==> src/rtl/pong_pkg.sv <==
// Shared Pong definitions: bounce codes, screen geometry and referee state encoding.
package pong_pkg;

   localparam int unsigned SCREEN_X = 640;
   localparam int unsigned SCREEN_Y = 480;

   localparam logic [1:0] BOUNCE_NONE   = 2'b00;
   localparam logic [1:0] BOUNCE_PADDLE = 2'b01;
   localparam logic [1:0] BOUNCE_WALL   = 2'b10;
   localparam logic [1:0] BOUNCE_SCORE  = 2'b11;

   typedef enum logic [1:0] {
      ST_PLAY  = 2'd0,
      ST_COOL  = 2'd1,
      ST_SERVE = 2'd2,
      ST_OVER  = 2'd3
   } ref_state_e;

endpackage

==> src/rtl/rect_overlap.sv <==
// Combinational overlap test for two rectangles given as [x0,x1) x [y0,y1).
module rect_overlap (
   input  logic [10:0] a_x0,
   input  logic [10:0] a_y0,
   input  logic [10:0] a_x1,
   input  logic [10:0] a_y1,
   input  logic [10:0] b_x0,
   input  logic [10:0] b_y0,
   input  logic [10:0] b_x1,
   input  logic [10:0] b_y1,
   output logic        overlap_c
);

   assign overlap_c = (a_x0 < b_x1) && (a_x1 > b_x0) &&
                      (a_y0 < b_y1) && (a_y1 > b_y0);

endmodule

==> src/rtl/pong_referee.sv <==
// Pong referee: collision/score detection, cooldown and serve timing, score keeping.
module pong_referee #(
   parameter int unsigned SCREEN_X    = pong_pkg::SCREEN_X,
   parameter int unsigned SCREEN_Y    = pong_pkg::SCREEN_Y,
   parameter int unsigned PADDLE_W    = 10,
   parameter int unsigned PADDLE_H    = 80,
   parameter int unsigned PADDLE_L_X  = 20,
   parameter int unsigned PADDLE_R_X  = 610,
   parameter int unsigned COOLDOWN    = 4,
   parameter int unsigned SERVE_DELAY = 60,
   parameter int unsigned WIN_SCORE   = 9
) (
   input  logic       clock,
   input  logic       reset,
   input  logic       tick,
   input  logic [9:0] ball_x,
   input  logic [9:0] ball_y,
   input  logic [7:0] ball_w,
   input  logic [7:0] ball_h,
   input  logic [9:0] paddle_l_y,
   input  logic [9:0] paddle_r_y,
   output logic [1:0] bounce,
   output logic [3:0] score_l,
   output logic [3:0] score_r,
   output logic       game_over,
   output logic       winner
);

   localparam logic [9:0] WRAP_LIMIT = 10'd960;

   // Edge terms at 11 bits so the far edge cannot wrap
   logic [10:0] bx0_c, by0_c, bx2_c, by2_c;
   logic        ux_c, uy_c;
   logic        miss_l_c, miss_r_c, hit_l_c, hit_r_c, hit_pad_c, hit_wall_c;

   assign bx0_c = 11'(ball_x);
   assign by0_c = 11'(ball_y);
   assign bx2_c = 11'(ball_x) + 11'(ball_w);
   assign by2_c = 11'(ball_y) + 11'(ball_h);
   assign ux_c  = (ball_x >= WRAP_LIMIT);
   assign uy_c  = (ball_y >= WRAP_LIMIT);

   assign miss_l_c   = (ball_x == 10'd0) || ux_c;
   assign miss_r_c   = (bx2_c >= 11'(SCREEN_X)) && !ux_c;
   assign hit_wall_c = (ball_y == 10'd0) || uy_c || (by2_c >= 11'(SCREEN_Y));
   assign hit_pad_c  = hit_l_c || hit_r_c;

   rect_overlap u_hit_l (
      .a_x0      (bx0_c),
      .a_y0      (by0_c),
      .a_x1      (bx2_c),
      .a_y1      (by2_c),
      .b_x0      (11'(PADDLE_L_X)),
      .b_y0      (11'(paddle_l_y)),
      .b_x1      (11'(PADDLE_L_X + PADDLE_W)),
      .b_y1      (11'(paddle_l_y) + 11'(PADDLE_H)),
      .overlap_c (hit_l_c)
   );

   rect_overlap u_hit_r (
      .a_x0      (bx0_c),
      .a_y0      (by0_c),
      .a_x1      (bx2_c),
      .a_y1      (by2_c),
      .b_x0      (11'(PADDLE_R_X)),
      .b_y0      (11'(paddle_r_y)),
      .b_x1      (11'(PADDLE_R_X + PADDLE_W)),
      .b_y1      (11'(paddle_r_y) + 11'(PADDLE_H)),
      .overlap_c (hit_r_c)
   );

   pong_pkg::ref_state_e state_q, state_d;
   logic [7:0] cnt_q, cnt_d;
   logic [1:0] bounce_d;
   logic [3:0] score_l_d, score_r_d;
   logic       game_over_d, winner_d;
   logic       score_evt_c;

   // Misses are live in both PLAY and COOL; scoring overrides the cooldown
   assign score_evt_c = tick && (miss_l_c || miss_r_c) &&
                        ((state_q == pong_pkg::ST_PLAY) || (state_q == pong_pkg::ST_COOL));

   always_comb begin
      state_d     = state_q;
      cnt_d       = cnt_q;
      bounce_d    = pong_pkg::BOUNCE_NONE;
      score_l_d   = score_l;
      score_r_d   = score_r;
      game_over_d = game_over;
      winner_d    = winner;

      if (score_evt_c) begin
         bounce_d = pong_pkg::BOUNCE_SCORE;
         state_d  = pong_pkg::ST_SERVE;
         cnt_d    = 8'(SERVE_DELAY);
         if (miss_l_c) begin
            score_r_d = score_r + 4'd1;
            if (score_r_d == 4'(WIN_SCORE)) begin
               state_d     = pong_pkg::ST_OVER;
               game_over_d = 1'b1;
               winner_d    = 1'b1;
            end
         end else begin
            score_l_d = score_l + 4'd1;
            if (score_l_d == 4'(WIN_SCORE)) begin
               state_d     = pong_pkg::ST_OVER;
               game_over_d = 1'b1;
               winner_d    = 1'b0;
            end
         end
      end else if (tick) begin
         case (state_q)
            pong_pkg::ST_PLAY: begin
               if (hit_pad_c) begin
                  bounce_d = pong_pkg::BOUNCE_PADDLE;
                  state_d  = pong_pkg::ST_COOL;
                  cnt_d    = 8'(COOLDOWN);
               end else if (hit_wall_c) begin
                  bounce_d = pong_pkg::BOUNCE_WALL;
                  state_d  = pong_pkg::ST_COOL;
                  cnt_d    = 8'(COOLDOWN);
               end
            end
            pong_pkg::ST_COOL, pong_pkg::ST_SERVE: begin
               cnt_d = cnt_q - 8'd1;
               if (cnt_q <= 8'd1) begin
                  cnt_d   = 8'd0;
                  state_d = pong_pkg::ST_PLAY;
               end
            end
            default: ;
         endcase
      end
   end

   always_ff @(posedge clock) begin
      if (reset) begin
         state_q   <= pong_pkg::ST_SERVE;
         cnt_q     <= 8'(SERVE_DELAY);
         bounce    <= pong_pkg::BOUNCE_NONE;
         score_l   <= 4'd0;
         score_r   <= 4'd0;
         game_over <= 1'b0;
         winner    <= 1'b0;
      end else begin
         state_q   <= state_d;
         cnt_q     <= cnt_d;
         bounce    <= bounce_d;
         score_l   <= score_l_d;
         score_r   <= score_r_d;
         game_over <= game_over_d;
         winner    <= winner_d;
      end
   end

endmodule
==> config.mk <==
export PLATFORM = sky130hd
export DESIGN_NAME = pong_referee
export DESIGN_NICKNAME = d
export VERILOG_FILES = /design/src/rtl/pong_pkg.sv /design/src/rtl/rect_overlap.sv /design/src/rtl/pong_referee.sv
export SDC_FILE = /design/constraint.sdc
export NUM_CORES = 1
export LEC_CHECK = 0
export ABC_AREA = 1
export ABC_CLOCK_PERIOD_IN_PS = 3800
export BUFFER_PORTS_ARGS = -buffer_cell sky130_fd_sc_hd__buf_2
export CAP_MARGIN = 20
export CORE_MARGIN = 2
export CORE_UTILIZATION = 60
export CTS_CLUSTER_DIAMETER = 150
export DETAILED_ROUTE_END_ITERATION = 8
export PLACE_DENSITY = 0.83
export RECOVER_POWER = 50
export REMOVE_ABC_BUFFERS = 1
export SYNTH_ARGS = -nofsm -noshare
export SYNTH_HDL_FRONTEND = slang
export SYNTH_HIERARCHICAL = 1
export SYNTH_SLANG_ARGS = --single-unit
==> constraint.sdc <==
create_clock -name clock -period 3.8 [get_ports clock]
set_input_delay 0.57 -clock clock [delete_from_list [all_inputs] [get_ports clock]]
set_output_delay 0.57 -clock clock [all_outputs]
set_load 0.05 [all_outputs]
# --- Word-level counts from Yosys, hierarchy flattened ---
# Cells that the tools add are included.
# Widths: inputs -> output; s select.
op_classes:
  muxes: 23
  n_lt_le_gt_ge: 13
  reduce_logical: 30
  bitwise: 1
  n_addsub: 7
  eq_ne: 8
op_table:
  columns: ["op", "n"]
  rows:
  - ["$mux 8", 3]
  - ["$add 10x7->11 const B", 2]
  - ["$add 10x8->11", 2]
  - ["$gt 11x10->1", 2]
  - ["$lt 10x11->1", 2]
  - ["$mux 2", 11]
  - ["$ge 10x10->1 const B", 2]
  - ["$logic_not 10->1", 2]
  - ["$pmux 8 s2", 1]
  - ["$ge 11x10->1 const B", 1]
  - ["$ge 11x9->1 const B", 1]
  - ["$gt 11x10->1 const B", 1]
  - ["$gt 11x5->1 const B", 1]
  - ["$lt 10x10->1 const B", 1]
  - ["$lt 10x5->1 const B", 1]
  - ["$logic_and 1x1->1", 9]
  - ["$add 4x1->4 const B", 2]
  - ["$eq 4x4->1 const B", 2]
  - ["$le 8x1->1 const B", 1]
  - ["$sub 8x1->8 const B", 1]
  - ["$mux 1", 7]
  - ["$logic_or 1x1->1", 6]
  - ["$ne 3x3->1 const B", 2]
  - ["$reduce_and 3->1", 2]
  - ["13 further kinds", 17]
totals:
  register_bits: 22
  wordCells: 89

# --- Logic depth before layout (Yosys ltp) ---
logic_depth:
  depth_word: 10
  depth_mapped: 27

# --- Hierarchy ---
# The synthesis kept the hierarchy.
by_module_without_submodules:
  columns: ["module", "area_per_inst_um2", "n_inst", "cells_per_inst"]
  rows:
  - ["pong_referee", 2496.1, 1, 392]
  - ["rect_overlap", 1189.9, 2, 203]

# --- Worst setup path before layout ---
# No wires, ideal clock.
synth_path:
  path_kind: "input port to flip-flop"
  from: "input ball_x[0]"
  to: "register cnt_q[5]"
  required_time_ps: 3674
  setup_ps: 126
  path_stages: 25
  arrival_ps: 3186
  path_slack_ps: 488
  path_cell_list: "ha_1 -> inv_1 -> fa_1 -> o21ai_2 -> nand2_2 -> nand2_2 -> nand2_2 -> nand2_1 -> inv_1 -> ha_1 -> nand2_1 -> nor2_1 -> nand3_1 -> nand2_1 -> nor2_1 -> nand3_1 -> nor2_1 -> nor2_1 -> inv_1 -> nor2_1 -> nand4_2 -> nand2_4 -> inv_2 -> nand2_1 -> o211ai_1"
synth_between:
  elab_chain_len: 8
  word_cells_on_any_way: 26
synth_rtl:
  columns: ["element", "line", "text"]
  rows:
  - ["from (decl)", "pong_referee.sv:16", "input logic [9:0] ball_x,"]
  - ["$add 10x8->11 *", "pong_referee.sv:38", "assign bx2_c = 11'(ball_x) + 11'(ball_w);"]
  - ["net bx2_c[8]", "pong_referee.sv:32", "logic [10:0] bx0_c, by0_c, bx2_c, by2_c;"]
  - ["$gt 11x10->1 *", "rect_overlap.sv:14", "assign overlap_c = (a_x0 < b_x1) && (a_x1 > b_x0) &&"]
  - ["$logic_and 1x1->1 * (2 in a row)", "rect_overlap.sv:14", null]
  - ["$logic_and 1x1->1 *", "rect_overlap.sv:15", "(a_y0 < b_y1) && (a_y1 > b_y0);"]
  - ["net hit_r_c", "pong_referee.sv:34", "logic miss_l_c, miss_r_c, hit_l_c, hit_r_c, hit_pad_c, hit_wall_c;"]
  - ["$logic_or 1x1->1 *", "pong_referee.sv:46", "assign hit_pad_c = hit_l_c || hit_r_c;"]
  - ["$ne 3x3->1 (no line) or $mux 8 (tied branches)", null, null]
  - ["$reduce_and 3->1 (no line) or $pmux 8 s2 (tied branches)", null, null]
  - ["to (signal assigned)", "pong_referee.sv:139", "cnt_q <= 8'(SERVE_DELAY);"]
  - ["to (signal assigned)", "pong_referee.sv:147", "cnt_q <= cnt_d;"]
  - ["to (decl)", "pong_referee.sv:73", "logic [7:0] cnt_q, cnt_d;"]
# Mark *: on every way through the listed nets, which the timed path passes. The rest lies on a longest branch.
# A chain may end at the register's enable or synchronous reset.

# --- Final worst setup path ---
layout_path:
  from: "input ball_x[0]"
  to: "register cnt_q[4]"
layout_between:
  elab_chain_len: 8
  word_cells_on_any_way: 26
layout_rtl:
  columns: ["element", "line"]
  rows:
  - ["$add 10x8->11 *", "pong_referee.sv:38"]
  - ["net bx2_c[10]", "pong_referee.sv:32"]
  - ["$gt 11x5->1 *", "rect_overlap.sv:14"]
  - ["$logic_and 1x1->1 * (2 in a row)", "rect_overlap.sv:14"]
  - ["$logic_and 1x1->1 *", "rect_overlap.sv:15"]
  - ["net hit_l_c", "pong_referee.sv:34"]
  - ["$logic_or 1x1->1 *", "pong_referee.sv:46"]
  - ["$ne 3x3->1 (no line) or $mux 8 (tied branches)", null]
  - ["$reduce_and 3->1 (no line) or $pmux 8 s2 (tied branches)", null]
# Marks and branches as above.

==> flow_summary_export.csv <==
group,metric,value,unit
global_route,grt_max_degree,14,
synthesis,synth.avg_cell_area,6.11,sq um
drt,drtIter0Drc,178,
drt,drt-total-wl,11700,um
sta,fin_crit,3.49,ns
clocking,cts_buffer_depth,2,
synthesis,synth_cells,798,
setup_path,path_common_cell,"nor2_1",
synthesis,synth-seq-cells,22,
setup_path,crit_arrival,3.63,ns
clocking,clk_pin_slew_worst_paths,0.08,ns
setup_path,cp-endpoint,"cnt_q[4]",
synthesis,synth_area,4880,sq um
synthesis,synthArstFlopShare,0,
floorplanning,num_rows,32,
drt,viasPerCell,5.01,
drt,wl_per_cell,11.5,um
floorplanning,coreArea,7810,sq um
clocking,clk_latency,0.26,ns
floorplanning,start_util,0.625,
sta,slew_headroom,0.594,
setup_path,max_stage_delay,0.36,ns
worst_hold_path,min_path_cells,2,
drt,antenna_left,0,
worst_hold_path,hp-class,"flip-flop to flip-flop",
synthesis,synth_edf_count,0,
power_and_ir_drop,powerDensity,238,nW/um^2
setup_path,crit_type,"input port to flip-flop",
synthesis,seq_area_frac_synth,0.0903,
cells_and_area,nets,1095,
sta,slew_violations,0,
synthesis,ys.flop_type,"dfxtp_1",
synthesis,synth_top_area_frac,0.282,
place,pre_cts_ws,-0.0365,ns
setup_path,ff2ff_path_depth,8,
clocking,postCtsHoldBufs,0,
synthesis,ys_top_cells_by_count,"nand2_1 (193), inv_1 (185), ha_1 (110), nor2_1 (73), nand3_1 (53)",
floorplanning,num_io_pins,71,
global_route,grt_use_total,0.279,
sta,fmax,0.287,GHz
cells_and_area,area_growth,14.9,%
power_and_ir_drop,power,1.33,mW
power_and_ir_drop,vdd_drop_max,0.137,mV
setup_path,cp_top_family,"simple AND/OR/NAND/NOR gates",
flow_run,maxCapViolCount,0,
clocking,numClockSinks,22,
setup_path,worst-path-buf-inv,4,
setup_path,path_cells,"buf_2, ha_1, inv_1, fa_2, o21ai_2, nand2_2, nand2_2, nand2_2, nor2_1, ha_1, a21o_2, nor2_1, nand3_1, nand3_1, nor2_1, nor2_1, inv_1, nor2_1, nand4_2, nand2_4, inv_2, nand2_1, o211ai_1",
sta,tns,0,ns
floorplanning,die_area,8860,sq um
drt,drcViolationCount,0,
run_status,status,"finished clean",
synthesis,yosysMostFrequentCell,"nand2_1",
cells_and_area,n_antenna_cell,0,
drt,drt-pass1-iter-count,7,
sta,fin_crit_sh,0.917,
setup_path,reg2reg_from,"state_q[0]",
setup_path,slowest_stage,"fa_2",
synthesis,yosysTopAreaCell,"ha_1",
drt,num_vias,5137,
global_route,antenna_found_initial,0,
sta,fin_ws,0.314,ns
sta,rsz0062_at_grt,"no",
floorplanning,fp.dieH,94.1,um
clocking,htree_levels,1,
place,place_inst,1020,
setup_path,startpoint,"ball_x[0]",
power_and_ir_drop,power.leakage,3.39,nW
sta,clock_skew,0.00158,ns
sta,setup_viol,0,
setup_path,crit_required,3.95,ns
sta,finalHoldViolCount,0,
synthesis,yosys.cell_types.count,39,
place,place.gp.congestion,0.931,
clocking,cts-root-buf,"clkbuf_8",
place,hpwl,10200,um
setup_path,crit_path_start_kind,"input port",
clocking,numCtsBuffers,3,
setup_path,crit_cells,23,
cells_and_area,instances_no_fill,1025,
floorplanning,die_x,94.1,um
cells_and_area,n_fill_cell,693,
setup_path,critPathCaptureType,"flip-flop",
synthesis,synth.area.top_cells,"ha_1 (28%), nand2_1 (15%), inv_1 (14%)",
setup_path,worstPathMaxFanout,9,
synthesis,yosys_warnings,6,
cells_and_area,drive_above_1_share,0.111,
global_route,grt_first_pass_wirelength,20600,um
setup_path,ff2ff_setup_slack,1.85,ns
place,port_buffers,70,
global_route,grt_pass1_vias,4964,
global_route,overflow,0,
setup_path,rr_endpoint,"cnt_q[2]",
clocking,cts_tree,"yes",
sta,worstMarginPinSlew,0.612,ns
-- final cells by class --
| type | instances | area (sq um) | area share |
|---|---|---|---|
| Clock inverter | 1 | 30.0 | 0.00536 |
| Inverter | 192 | 721 | 0.129 |
| Sequential cell | 22 | 440 | 0.0786 |
| Timing Repair Buffer | 73 | 358 | 0.0639 |
| Multi-Input combinational cell | 632 | 3880 | 0.693 |
| Clock buffer | 3 | 41.3 | 0.00737 |
| Tap cell | 102 | 128 | 0.0228 |
-- cells in the final DEF, fill, tap and decap left out, types with 3 or more instances in the layout --
| master | count |
|---|---|
| nand2_1 | 194 |
| inv_1 | 185 |
| ha_1 | 110 |
| nor2_1 | 72 |
| buf_2 | 58 |
| nand3_1 | 54 |
| conb_1 | 50 |
| a21oi_1 | 49 |
| dfxtp_1 | 22 |
| xor2_1 | 14 |
| clkbuf_1 | 12 |
| nand4_1 | 10 |
| nand2_2 | 10 |
| xnor2_1 | 7 |
| nor3_1 | 7 |
| nor2_2 | 6 |
| nand3b_1 | 6 |
| inv_2 | 6 |
| o21ai_1 | 6 |
| o211ai_1 | 6 |
| a21o_1 | 4 |
| o21ai_0 | 4 |
| clkbuf_8 | 3 |
| buf_4 | 3 |
-- flip-flops by register name (all words and copies together), names as in the netlist --
name,cells
state_q,2
cnt_q,8
score_r,4
score_l,4
winner,1
bounce,2
game_over,1
-- per-stage QoR --
| stage | util | instance area [sq um] | hold WS [ns] |
|---|---|---|---|
| floorplan | - | 5060 | 0.419 |
| global placement | 0.711 | 5550 | 0.430 |
| detailed placement | 0.711 | 5550 | 0.445 |
| CTS | 0.720 | 5620 | 0.457 |
| global route | 0.717 | 5600 | 0.500 |
| finish | 0.717 | 5600 | 0.459 |
-- tightest hold or removal path, cell delays in order (launching register included) --
cell and delay [ns]:
dfxtp_1 0.32, nand2_1 0.06, nand2_1 0.04
-- metal layers --
layer	share of wire	track usage
met1	0.44	0.344
met5	0	0
met4	0.018	0.0580
met3	0.052	0.0313
met2	0.49	0.520
-- where the power goes --
part	switching, mW	leakage [nW]	internal, mW
registers	0.0234	0.179	0.258
logic	0.515	3.18	0.321
clock network	0.0766	0.0357	0.141
-- worst min path at each step --
stage / to / startpoint / slack (ns)
after CTS: state_q[1] / state_q[1] / 0.46
final: state_q[1] / state_q[1] / 0.46
after global routing: state_q[1] / state_q[1] / 0.50
after global placement: state_q[1] / state_q[1] / 0.43
after detailed placement: state_q[1] / state_q[1] / 0.44
after floorplan: state_q[1] / state_q[1] / 0.42
-- cells by family after synthesis --
| group | Yosys count | share of synthesized area |
|---|---|---|
| other cells | 2 | 0.00154 |
| flops | 22 | 0.0903 |
| simple gates | 370 | 0.336 |
| fa+ha+maj | 112 | 0.290 |
| compound gates | 79 | 0.0957 |
| xor+xnor | 21 | 0.0377 |
| buf+inv | 192 | 0.148 |
-- what timing repair did --
item,4_1_cts,5_1_grt
resized for setup,0,3
endpoints found under the setup margin,0,8
buffers inserted,0,1
No activity file was read; power rests on OpenSTA's default activity.
